--- src/rtl/run_info_collector.sv ---
// run_info_collector: input stage of the player-action controller.
// Samples the shared 144-bit bus D under per-field strobes and checks that the
// field order is legal for the selected action. It packs one command into a
// This_run_info_t record and offers it downstream over cmd_valid/cmd_ready.
//
// Ports:
//   clk, rst                  clock, synchronous active-high reset
//   sel_action_valid .. MP_valid  per-field strobes qualifying D
//   D[143:0]                  data bus (only the low slice of each field is used)
//   cmd_valid / cmd_ready     record handshake; cmd_info is the record
//   busy                      command being collected or held
//   proto_err                 one-cycle pulse after any protocol violation
//
// Optional: define RUN_INFO_DATE_CHECK_EN to range-check every accepted date.

package run_info_collector_pkg;

  typedef struct packed {
    logic [3:0] m;
    logic [4:0] d;
  } date_t;

  typedef struct packed {
    logic [2:0]       act;
    logic [1:0]       training_type;
    logic [1:0]       mode;
    date_t            today;
    logic [7:0]       player_no;
    logic [15:0]      m_attack;
    logic [15:0]      m_defense;
    logic [15:0]      m_hp;
    logic [3:0][15:0] mp_consumed;
  } This_run_info_t;

  typedef enum logic [1:0] {C_IDLE, C_COLLECT, C_HOLD} state_e;

  localparam logic [2:0] ACT_LOGIN     = 3'd0;
  localparam logic [2:0] ACT_LEVEL_UP  = 3'd1;
  localparam logic [2:0] ACT_BATTLE    = 3'd2;
  localparam logic [2:0] ACT_USE_SKILL = 3'd3;
  localparam logic [2:0] ACT_LAST      = 3'd4;

endpackage

module run_info_collector
  import run_info_collector_pkg::*;
#(
  parameter int unsigned GAP_LIMIT = 0,
  parameter int unsigned CNT_W     = 8
) (
  input  logic           clk,
  input  logic           rst,
  input  logic           sel_action_valid,
  input  logic           type_valid,
  input  logic           mode_valid,
  input  logic           date_valid,
  input  logic           player_no_valid,
  input  logic           monster_valid,
  input  logic           MP_valid,
  input  logic [143:0]   D,
  output logic           cmd_valid,
  input  logic           cmd_ready,
  output This_run_info_t cmd_info,
  output logic           busy,
  output logic           proto_err
);

  localparam int unsigned S_ACT    = 0;
  localparam int unsigned S_TYPE   = 1;
  localparam int unsigned S_MODE   = 2;
  localparam int unsigned S_DATE   = 3;
  localparam int unsigned S_PLAYER = 4;
  localparam int unsigned S_MON    = 5;
  localparam int unsigned S_MP     = 6;

  state_e         r_state, w_state_nxt;
  This_run_info_t r_info, w_info_nxt;
  logic [2:0]     r_idx, w_idx_nxt;
  logic [CNT_W-1:0] r_gap, w_gap_nxt, w_gap_inc;
  logic           r_valid, w_valid_nxt;
  logic           r_busy, w_busy_nxt;
  logic           r_err, w_err;

  logic [6:0]     w_strb, w_exp;
  logic           w_any, w_multi;
  logic [2:0]     w_last;
  date_t          w_date;
  logic           w_unused_d;

  assign w_strb = {MP_valid, monster_valid, player_no_valid, date_valid,
                   mode_valid, type_valid, sel_action_valid};
  assign w_any   = |w_strb;
  assign w_multi = w_any && ((w_strb & (w_strb - 7'd1)) != 7'd0);
  assign w_date  = D[8:0];
  assign w_gap_inc = r_gap + CNT_W'(1);
  assign w_unused_d = ^D[143:16];

  // Strobe expected at position idx of the given action's field sequence.
  function automatic logic [6:0] f_exp_strb(input logic [2:0] act, input logic [2:0] idx);
    logic [6:0] s;
    s = '0;
    if (act == ACT_LEVEL_UP) begin
      case (idx)
        3'd0:    s[S_TYPE]   = 1'b1;
        3'd1:    s[S_MODE]   = 1'b1;
        3'd2:    s[S_DATE]   = 1'b1;
        3'd3:    s[S_PLAYER] = 1'b1;
        default: s = '0;
      endcase
    end else if (idx == 3'd0) begin
      s[S_DATE] = 1'b1;
    end else if (idx == 3'd1) begin
      s[S_PLAYER] = 1'b1;
    end else if (act == ACT_BATTLE) begin
      s[S_MON] = 1'b1;
    end else if (act == ACT_USE_SKILL) begin
      s[S_MP] = 1'b1;
    end
    return s;
  endfunction

  function automatic logic [2:0] f_last_idx(input logic [2:0] act);
    case (act)
      ACT_LEVEL_UP:  return 3'd3;
      ACT_BATTLE:    return 3'd4;
      ACT_USE_SKILL: return 3'd5;
      default:       return 3'd1;
    endcase
  endfunction

`ifdef RUN_INFO_DATE_CHECK_EN
  // Calendar range check without leap years (February capped at 28).
  function automatic logic f_date_ok(input date_t dt);
    logic [4:0] max_d;
    case (dt.m)
      4'd2:                                     max_d = 5'd28;
      4'd4, 4'd6, 4'd9, 4'd11:                  max_d = 5'd30;
      4'd1, 4'd3, 4'd5, 4'd7, 4'd8, 4'd10, 4'd12: max_d = 5'd31;
      default:                                  max_d = 5'd0;
    endcase
    return (dt.d != 5'd0) && (dt.d <= max_d);
  endfunction
`endif

  assign w_exp  = f_exp_strb(r_info.act, r_idx);
  assign w_last = f_last_idx(r_info.act);

  // Next-state, capture and violation logic.
  always_comb begin
    w_state_nxt = r_state;
    w_info_nxt  = r_info;
    w_idx_nxt   = r_idx;
    w_gap_nxt   = r_gap;
    w_valid_nxt = r_valid;
    w_err       = 1'b0;

    unique case (r_state)
      C_IDLE: begin
        w_valid_nxt = 1'b0;
        w_gap_nxt   = '0;
        w_idx_nxt   = '0;
        if (w_multi) begin
          w_err = 1'b1;
        end else if (sel_action_valid) begin
          if (D[2:0] > ACT_LAST) begin
            w_err = 1'b1;
          end else begin
            w_info_nxt     = '0;
            w_info_nxt.act = D[2:0];
            w_state_nxt    = C_COLLECT;
          end
        end else if (w_any) begin
          w_err = 1'b1;
        end
      end

      C_COLLECT: begin
        if (w_multi || (w_any && (w_strb != w_exp))) begin
          w_err = 1'b1;
        end else if (w_any) begin
          w_gap_nxt = '0;
          if (w_strb[S_TYPE])   w_info_nxt.training_type = D[1:0];
          if (w_strb[S_MODE])   w_info_nxt.mode          = D[1:0];
          if (w_strb[S_DATE])   w_info_nxt.today         = w_date;
          if (w_strb[S_PLAYER]) w_info_nxt.player_no     = D[7:0];
          if (w_strb[S_MON]) begin
            case (r_idx)
              3'd2:    w_info_nxt.m_attack  = D[15:0];
              3'd3:    w_info_nxt.m_defense = D[15:0];
              default: w_info_nxt.m_hp      = D[15:0];
            endcase
          end
          // MP fields occupy sequence positions 2..5.
          if (w_strb[S_MP]) w_info_nxt.mp_consumed[2'(r_idx - 3'd2)] = D[15:0];
          if (r_idx == w_last) begin
            w_state_nxt = C_HOLD;
            w_valid_nxt = 1'b1;
          end else begin
            w_idx_nxt = r_idx + 3'd1;
          end
`ifdef RUN_INFO_DATE_CHECK_EN
          if (w_strb[S_DATE] && !f_date_ok(w_date)) begin
            w_err       = 1'b1;
            w_state_nxt = C_IDLE;
            w_info_nxt  = '0;
            w_idx_nxt   = '0;
            w_valid_nxt = 1'b0;
          end
`endif
        end else if (GAP_LIMIT != 0) begin
          // Watchdog: abandon a command that stalls too long between strobes.
          if (w_gap_inc == CNT_W'(GAP_LIMIT)) begin
            w_err       = 1'b1;
            w_state_nxt = C_IDLE;
            w_info_nxt  = '0;
            w_idx_nxt   = '0;
            w_gap_nxt   = '0;
          end else begin
            w_gap_nxt = w_gap_inc;
          end
        end
      end

      C_HOLD: begin
        if (w_any) w_err = 1'b1;
        if (cmd_ready) begin
          w_state_nxt = C_IDLE;
          w_valid_nxt = 1'b0;
        end
      end

      default: begin
        w_state_nxt = C_IDLE;
        w_valid_nxt = 1'b0;
      end
    endcase

    w_busy_nxt = (w_state_nxt != C_IDLE);
  end

  // State and output registers.
  always_ff @(posedge clk) begin
    if (rst) begin
      r_state <= C_IDLE;
      r_info  <= '0;
      r_idx   <= '0;
      r_gap   <= '0;
      r_valid <= 1'b0;
      r_busy  <= 1'b0;
      r_err   <= 1'b0;
    end else begin
      r_state <= w_state_nxt;
      r_info  <= w_info_nxt;
      r_idx   <= w_idx_nxt;
      r_gap   <= w_gap_nxt;
      r_valid <= w_valid_nxt;
      r_busy  <= w_busy_nxt;
      r_err   <= w_err;
    end
  end

  assign cmd_valid = r_valid;
  assign cmd_info  = r_info;
  assign busy      = r_busy;
  assign proto_err = r_err;

endmodule

--- config.mk ---
export PLATFORM = sky130hd
export DESIGN_NAME = run_info_collector
export DESIGN_NICKNAME = d
export VERILOG_FILES = /design/src/rtl/run_info_collector.sv
export SDC_FILE = /design/constraint.sdc
export NUM_CORES = 1
export LEC_CHECK = 0
export CAP_MARGIN = 20
export CORE_MARGIN = 5
export CORE_UTILIZATION = 35
export CTS_BUF_LIST = sky130_fd_sc_hd__clkbuf_16
export DETAILED_ROUTE_END_ITERATION = 6
export HOLD_SLACK_MARGIN = 0.1
export PLACE_DENSITY_LB_ADDON = 0.15
export SYNTH_ARGS = -nofsm -noshare
export SYNTH_HDL_FRONTEND = slang
export SYNTH_SLANG_ARGS = --single-unit
--- constraint.sdc ---
create_clock -name clk -period 2.8 [get_ports clk]
set_clock_uncertainty 0.15 [all_clocks]
set_input_delay 0.56 -clock clk [delete_from_list [all_inputs] [get_ports clk]]
set_output_delay 0.56 -clock clk [all_outputs]
set_load 0.02 [all_outputs]
# After elaboration in Yosys (flattened, before gate mapping)
# Cells that the tools add are included.
# totals
register_bits	144
in_bits	154
out_inout_bits	139
wordCells	129
# classes
addsub	3
magnitude_cmp	3
eq_ne	27
muxes	53
bitwise	3
n_reduce_logical	22
# op_table
operator	count
133-bit two-way mux	5
133-bit one-hot mux with 2 select lines	1
64-bit bitwise mux	1
16-bit two-way mux	4
64-bit two-way mux	1
48-bit two-way mux	1
7-bit AND reduction	5
16-bit demux with 2-bit select	1
2-bit != test (second input constant)	15
8-bit AND reduction	3
2-bit two-way mux	10
1-bit two-way mux	16
3-bit two-way mux	5
3-bit by 2-bit equality test with 1-bit output (second input constant)	4
4-bit AND reduction	3
9-bit two-way mux	1
3-bit one-hot mux with 3 select lines	1
8-bit two-way mux	1
7-bit bitwise AND	1
7-bit != test	1
7-bit nonzero test	1
7-bit OR reduction	1
7-bit by 1-bit subtractor with 7-bit output (second input constant)	1
3-bit by 1-bit equality test with 1-bit output (second input constant)	2
other kinds (21)	26

# Depth between registers and ports, before layout
# Gate-level depths: netlist (run 1).
# logic_depth
depth_word	12
ltp_mapped	11

# Least setup slack after synthesis (run 1)
# OpenSTA, ideal clock, no wires.
# synth_path
path_type	input port to flip-flop
start	input port monster_valid
end	register r_info (netlist bit cmd_info[10])
setup_ns	0.117
arrival_ns	2.375
required_time_ns	2.533
path_slack_ns	0.158
stages	9
path_buffers	2
cell_sequence	clkbuf_1 -> nor4_2 -> o31a_1 -> a21oi_2 -> nor4_4 -> a41o_4 -> a21oi_4 -> buf_2 -> a22o_1
# synth_via
elab_chain_len	7
word_cells_on_any_way	12
# synth_lines
item	line_no	rtl
start: declaration	58	input logic monster_valid,
7-bit by 1-bit subtractor with 7-bit output	93	assign w_multi = w_any && ((w_strb & (w_strb - 7'd1)) != 7'd0);
7-bit bitwise AND	93	
7-bit nonzero test	93	
1-bit logical AND	93	
1-bit logical OR	178	if (w_multi || (w_any && (w_strb != w_exp))) begin
2-bit != test (no line)	--	
7-bit AND reduction (no line) (*)	--	
end signal: assignment	253	r_info <= w_info_nxt;
end: declaration	77	This_run_info_t r_info, w_info_nxt;
# Mark *: on every way between the ends. The rest lies on a longest branch, timed or not.
# A chain may end at the register's enable or synchronous reset.

# Final worst setup path (run 1)
# layout_path
start	input port MP_valid
end	register r_info (netlist bit cmd_info[21])
# layout_via
elab_chain_len	7
word_cells_on_any_way	13
# layout_lines
item	line_no	rtl
start: declaration	59	input logic MP_valid,
7-bit by 1-bit subtractor with 7-bit output	93	
7-bit bitwise AND	93	
7-bit nonzero test	93	
1-bit logical AND	93	
1-bit logical OR	178	
2-bit != test (no line)	--	
7-bit AND reduction (no line) (*)	--	
# Marks and branches as above.

==> results of run 1 <==
## state kept, by name (all words and copies together) (netlist names)
signal     count
cmd_valid      1
r_idx          3
proto_err      1
cmd_info     136
r_state        2
busy           1
## power groups by stage
| stage | Sequential, mW | Combinational (mW) | Clock, mW |
|---|---|---|---|
| final | 2.05 | 0.194 | 2.36 |
| after global routing | 2.05 | 0.209 | 2.50 |
| after CTS | 2.05 | 0.184 | 2.41 |
| after detailed placement | 2.10 | 0.183 | 0 |
| after global placement | 2.10 | 0.180 | 0 |
| after floorplan | 2.10 | 0.0700 | 0 |
## per-layer routing
| layer | wire length, um | global-route usage [%] | vias to the layer above |
|---|---|---|---|
| li1 | - | - | 2317 |
| met1 | 7821 | 24.43 | 2275 |
| met2 | 7312 | 28.76 | 191 |
| met3 | 1552 | 8.618 | 19 |
| met4 | 214 | 5.196 | 0 |
| met5 | 0 | 0 | - |
## final cells by class
cell class	instances	area [um2]	share of cell area (%)
Multi-Input combinational cell	339	2225	27.46
Timing Repair Buffer	209	2127	26.26
Clock inverter	15	192.7	2.379
Sequential cell	144	2885	35.62
Tap cell	184	230.2	2.842
Clock buffer	17	425.4	5.252
Inverter	4	15.01	0.1854
## critical path, cell delays in order
cell and delay (ns):
clkdlybuf4s50_1 0.46, buf_4 0.20, a211o_1 0.29, a311oi_2 0.38, buf_4 0.19, a41o_4 0.30, a21oi_4 0.08, buf_12 0.16
a22o_1 0.23
## stage by stage
step | setup TNS (ns) | util, %
finish | 0 | 55.31
global route | 0 | 55.31
CTS | 0 | 54.57
detailed placement | -36.09 | 50.32
global placement | -28.89 | 50.32
floorplan | 0 | -
## worst min-delay path by stage
stage                                to  slack [ns]  depth (start not counted)
after floorplan                r_idx[1]        0.33                          2
after global placement    cmd_info[122]        0.30                          2
after detailed placement   cmd_info[98]        0.30                          2
after CTS                  cmd_info[98]        0.31                          2
after global routing       cmd_info[98]        0.33                          2
final                      cmd_info[74]        0.31                          2
## repair_timing
action | 4_1_cts | 5_1_grt
endpoints found under the hold margin | 0 | 0
gates resized for setup | 2 | 14
setup endpoints to repair | 107 | 137
pin swaps | 0 | 7
setup buffers | 0 | 4
## placed cells by master, fill, tap and decap left out, drive strengths merged, types with 5 or more instances in the layout
master	instances
mux2i	6
buf	45
nand2	36
ha	5
nand4	7
clkdlybuf4s50	160
nor2b	5
clkbuf	17
o21ai	73
inv	8
clkinv	5
nor2	14
nand3	70
a21oi	21
a22o	64
dfxtp	144
## kinds of logic after synthesis
family,synth area share [%]
buffers and inverters,3.801
DFF,54.74
AOI/OAI and AO/OA,22.74
xor gates and xnor gates,0.4990
adders and majority gates,1.402
and+or+nand+nor,15.68
muxes,1.140
==> run summary, run 1 <==
Status -> finished clean
Initial DRT Pass Iterations -> 4
DRT iter0 DRCs -> 336
Final Cell Area -> 8100 um2
Final setup viols -> 0
Main synth FF type -> dfxtp_1
Total GRT Usage -> 18.95%
Min-delay worst type -> register to register
CP Max Fanout -> 16
Yosys Warn Count -> 0
Comb power frac -> 4.2%
RR Startpoint -> r_idx[1]
Crit Path Category -> input port to register
Internal power -> 3.621 mW
Sw power -> 0.9896 mW
Die area -> 17600 um2
Antenna-violating nets left -> 0
Post-DP Area -> 7368 um2
Crit path arrival time -> 2.85 ns
Max VDD drop -> 405.9 uV
DR DRC count -> 0
Worst setup SP type -> input port
FF-to-FF setup slack -> 0.12 ns
Endpoints failing hold -> 0
GR Overflow Total -> 0
R2R Path End -> cmd_info[21]
Pleak -> 2.932 nW
Non-Filler Instances -> 912
Post-Synthesis Cells -> 524
Clk Latency, worst-skew pair -> 0.42 ns
Yosys top cell area share -> 54.74%
Initial antenna violation count -> 0
P per Cell Area -> 569.1 nW/um2
Crit path required time -> 2.96 ns
Vias per cell -> 5.265
Worst hold path startpoint -> cmd_info[74]
Sequential share of the synthesized area -> 54.74%
Part of the power in registers -> 44.5%
Clock power frac -> 51.2%
Post-synth EDFFs -> 0
Layout cells sized above 1 -> 14.01%
Most numerous cell in the Yosys netlist -> dfxtp_1
Layout filler cell count -> 1252
Pwr Total -> 4.610 mW
Hold Slack -> 0.3097 ns
Worst Setup End Kind -> register
Synth-to-Final Area Change -> 53.81%
Port-buffer cells -> 164
Clock tree from TritonCTS -> done
RSZ-0062 raised after global routing -> no
Fin crit share -> 96.22%
Number of global-route vias before repair -> 4735
Worst Slack Setup Final -> 0.1059 ns
Syn Std Cell Area -> 5266 um2
Max H-tree Level -> 4
DP HPWL -> 12.51 mm
First-pass GRT wire length -> 26.50 mm
Num CTS Buffers -> 17
ANT cells -> 0
Average size of a mapped cell -> 10.05 um2
Initial Utilization -> 35.96%
Switching share of power -> 21.47%
Most frequent cells after synthesis -> dfxtp_1 (144), nand3_1 (68), a22o_1 (64)
Fin. max-slew vios -> 0
Floorplan row count -> 44
Largest net degree at the start of global routing -> 41
Area leader, netlist -> dfxtp_1
Io pins -> 293
Hold buffers post-CTS -> 0
CTS root buf -> clkbuf_16
WL per Instance -> 18.53 um
Synth top area cells -> dfxtp_1 (55%), a22o_1 (11%), nand3_1 (6.5%)
# Max-Cap Violations -> 0
Placement Setup Slack -> -0.3432 ns
Crit path time final -> 2.694 ns
Clk slew on worst S/H paths -> 0.06 ns
Post-synth ARST share -> 0%
Core area -> 14640 um2
Crit path launch -> MP_valid
Dpl cells -> 876
Post-Syn Nets -> 683
WL final -> 16.90 mm
Worst-case reg-to-reg path depth -> 10
Critical Path Sink -> cmd_info[21]
Die height -> 132.7 um
Measured slew at the worst slew-check pin -> 0.4655 ns
DR vias -> 4802
Yosys cell types -> 49
Max Clock Freq -> 371.2 MHz
Final #Nets -> 874
Clock sink total -> 144
Seq cells post-synth -> 144
Max_slew headroom -> 68.90%
Die Width -> 132.7 um
RePlAce Congestion -> 0.8431
Max clock buf depth -> 2
Note: power is estimated with default switching activity, not from simulation.
==> inputs of run 2 (changes only) <==
--- a/config.mk
+++ b/config.mk
@@ -5,11 +5,13 @@
 export SDC_FILE = /design/constraint.sdc
 export NUM_CORES = 1
 export LEC_CHECK = 0
+export ABC_CLOCK_PERIOD_IN_PS = 2800
 export CAP_MARGIN = 20
 export CORE_MARGIN = 5
 export CORE_UTILIZATION = 35
 export CTS_BUF_LIST = sky130_fd_sc_hd__clkbuf_16
 export DETAILED_ROUTE_END_ITERATION = 6
+export GPL_ROUTABILITY_DRIVEN = 0
 export HOLD_SLACK_MARGIN = 0.1
 export PLACE_DENSITY_LB_ADDON = 0.15
 export SYNTH_ARGS = -nofsm -noshare
==> run 2 against run 1 <==
Net effect:
- core utilization fell by 0.55 points
- maximum frequency rose by 0.34%
- via count barely moved
- global-route usage fell by 0.39 points
- critical path depth rose by 1
- clock power fell by 4%
- combinational power fell by 4%
==> run summary, run 2 (synthesis gave the netlist of run 1 again) <==
Status -> finished clean
Clock tree from TritonCTS -> done
Fin. max-slew vios -> 0 (unchanged)
Critical Path Sink -> cmd_info[5]
Final Cell Area -> 8020 um2 (-0.99%)
RSZ-0062 raised after global routing -> no
Measured slew at the worst slew-check pin -> 0.5042 ns (+0.03868 ns)
ANT cells -> 0 (unchanged)
Die area -> 17600 um2 (unchanged)
Max Clock Freq -> 372.4 MHz (+0.34%)
Worst Setup End Kind -> register
Crit path launch -> monster_valid
Post-DP Area -> 7361 um2 (-0.10%)
GR Overflow Total -> 0 (unchanged)
Floorplan row count -> 44 (unchanged)
CP Max Fanout -> 16 (unchanged)
Antenna-violating nets left -> 0 (unchanged)
Crit path time final -> 2.685 ns (-0.009079 ns)
Number of global-route vias before repair -> 4600 (-2.9%)
Max clock buf depth -> 2 (unchanged)
Fin crit share -> 95.89% (-0.32 points)
Crit path required time -> 2.95 ns (about the same)
Synth-to-Final Area Change -> 52.29%
Clk Latency, worst-skew pair -> 0.41 ns (about the same)
DR vias -> 4803 (+0.021%)
Layout cells sized above 1 -> 12.98% (-1.0 points)
Final #Nets -> 870 (-0.46%)
Largest net degree at the start of global routing -> 41 (unchanged)
Layout filler cell count -> 1283 (+2.5%)
Largest register FFs -> 136 (unchanged)
Die Width -> 132.7 um (unchanged)
Crit Path Category -> input port to register
Most frequent cells in the layout -> clkdlybuf4s50_1 (162), dfxtp_1 (143), nand3_1 (68), a22o_1 (64), o21ai_1 (63)
Max_slew headroom -> 66.31% (-2.6 points)
Endpoints failing hold -> 0 (unchanged)
Max H-tree Level -> 4 (unchanged)
R2R Path End -> cmd_info[5]
Initial DRT Pass Iterations -> 4 (unchanged)
RR Startpoint -> r_idx[0]
Die height -> 132.7 um (unchanged)
Max VDD drop -> 433.0 uV (+6.7%)
P per Cell Area -> 561.4 nW/um2 (-1.4%)
First-pass GRT wire length -> 26.03 mm (-1.8%)
DP HPWL -> 12.46 mm (-0.39%)
DR DRC count -> 0 (unchanged)
Initial antenna violation count -> 0 (unchanged)
Crit path arrival time -> 2.83 ns (-0.02 ns)
WL final -> 16.77 mm (-0.80%)
Min-delay worst type -> register to register
Clk slew on worst S/H paths -> 0.06 ns (about the same)
# Max-Cap Violations -> 0 (unchanged)
Clock sink total -> 144 (unchanged)
Commonest non-fill, non-tap cell in the layout -> clkdlybuf4s50_1
WL per Instance -> 18.46 um (-0.37%)
Num CTS Buffers -> 17 (unchanged)
CTS root buf -> clkbuf_16
Worst-case reg-to-reg path depth -> 10 (unchanged)
Placement Setup Slack -> -0.3122 ns (+0.03091 ns)
Setup TNS -> 0 ns (unchanged)
Final setup viols -> 0 (unchanged)
Vias per cell -> 5.290 (+0.46%)
Total GRT Usage -> 18.56% (-0.39 points)
Worst Slack Setup Final -> 0.1150 ns (+0.009079 ns)
Worst setup SP type -> input port
Final core occ -> 54.77% (-0.55 points)
Io pins -> 293 (unchanged)
Port-buffer cells -> 164 (unchanged)
Hold Slack -> 0.3074 ns (-0.002365 ns)
DRT iter0 DRCs -> 365 (+8.6%)
Pleak -> 2.869 nW (-2.2%)
Initial Utilization -> 35.96% (unchanged)
FF-to-FF setup slack -> 0.14 ns (+0.02 ns)
Core area -> 14640 um2 (unchanged)
-- run 2: power by group --
part / internal (mW) / switching (mW)
combinational: 0.0763 / 0.109
clock: 1.39 / 0.871
sequential: 2.05 / 0.00230
total: 3.52 / 0.982
-- run 2: worst min-delay path by stage --
stage / from / to / slack (ns) / cells after the start
2_1_floorplan: r_idx[1] / r_idx[1] / 0.33 / 2
3_3_place_gp: cmd_info[123] / cmd_info[123] / 0.30 / 2
3_5_place_dp: cmd_info[99] / cmd_info[99] / 0.30 / 2
4_1_cts: cmd_info[99] / cmd_info[99] / 0.31 / 2
5_1_grt: cmd_info[99] / cmd_info[99] / 0.33 / 2
6_report: cmd_info[99] / cmd_info[99] / 0.31 / 2
-- run 2: critical path, cell delays in order --
cell and delay (ns):
clkdlybuf4s50_1 0.48, buf_4 0.20, nor2b_1 0.11, nand4_1 0.12, a311oi_2 0.41, buf_4 0.18, a41o_4 0.30, a21oi_4 0.08
buf_12 0.15, a22o_1 0.23
-- run 2: what timing repair did --
item	4_1_cts	5_1_grt
gates cloned	0	0
setup endpoints to repair	104	137
hold buffers	0	0
setup buffers	0	1
pin swaps	1	4
resized for setup	1	14
-- run 2: area by class of cell --
class | instances | area [um2] | share of cell area (%)
multi-input cells | 339 | 2226 | 27.75
flip-flops and latches | 144 | 2887 | 35.99
inverters | 4 | 15.01 | 0.1872
well taps | 184 | 230.2 | 2.871
clock inverters | 15 | 166.4 | 2.075
clock buffers | 17 | 425.4 | 5.304
repair buffers | 205 | 2071 | 25.82
-- run 2: stage by stage --
stage               total power [mW]  cells
floorplan                      2.170    524
global route                   4.659    908
finish                         4.502    908
CTS                            4.540    907
global placement               2.277    875
detailed placement             2.280    875
-- run 2: metal layers --
layer  wire, um  share of wire, %  track usage [%]  up-vias
met4         96              0.57            4.503        0
met1       7828                47            24.18     2309
met3       1517               9.0            8.808        7
met5          0                 0                0        -
li1           -                 -                -     2314
met2       7322                44            27.88      173
==> inputs of run 3 (changes only) <==
--- a/config.mk
+++ b/config.mk
@@ -5,6 +5,7 @@
 export SDC_FILE = /design/constraint.sdc
 export NUM_CORES = 1
 export LEC_CHECK = 0
+export ABC_AREA = 0
 export ABC_CLOCK_PERIOD_IN_PS = 2800
 export CAP_MARGIN = 20
 export CORE_MARGIN = 5
@@ -17,3 +18,4 @@
 export SYNTH_ARGS = -nofsm -noshare
 export SYNTH_HDL_FRONTEND = slang
 export SYNTH_SLANG_ARGS = --single-unit
+export TNS_END_PERCENT = 100
==> results of run 3 <==
Same layout as run 2: the final DEF is identical, and so are final timing and power.
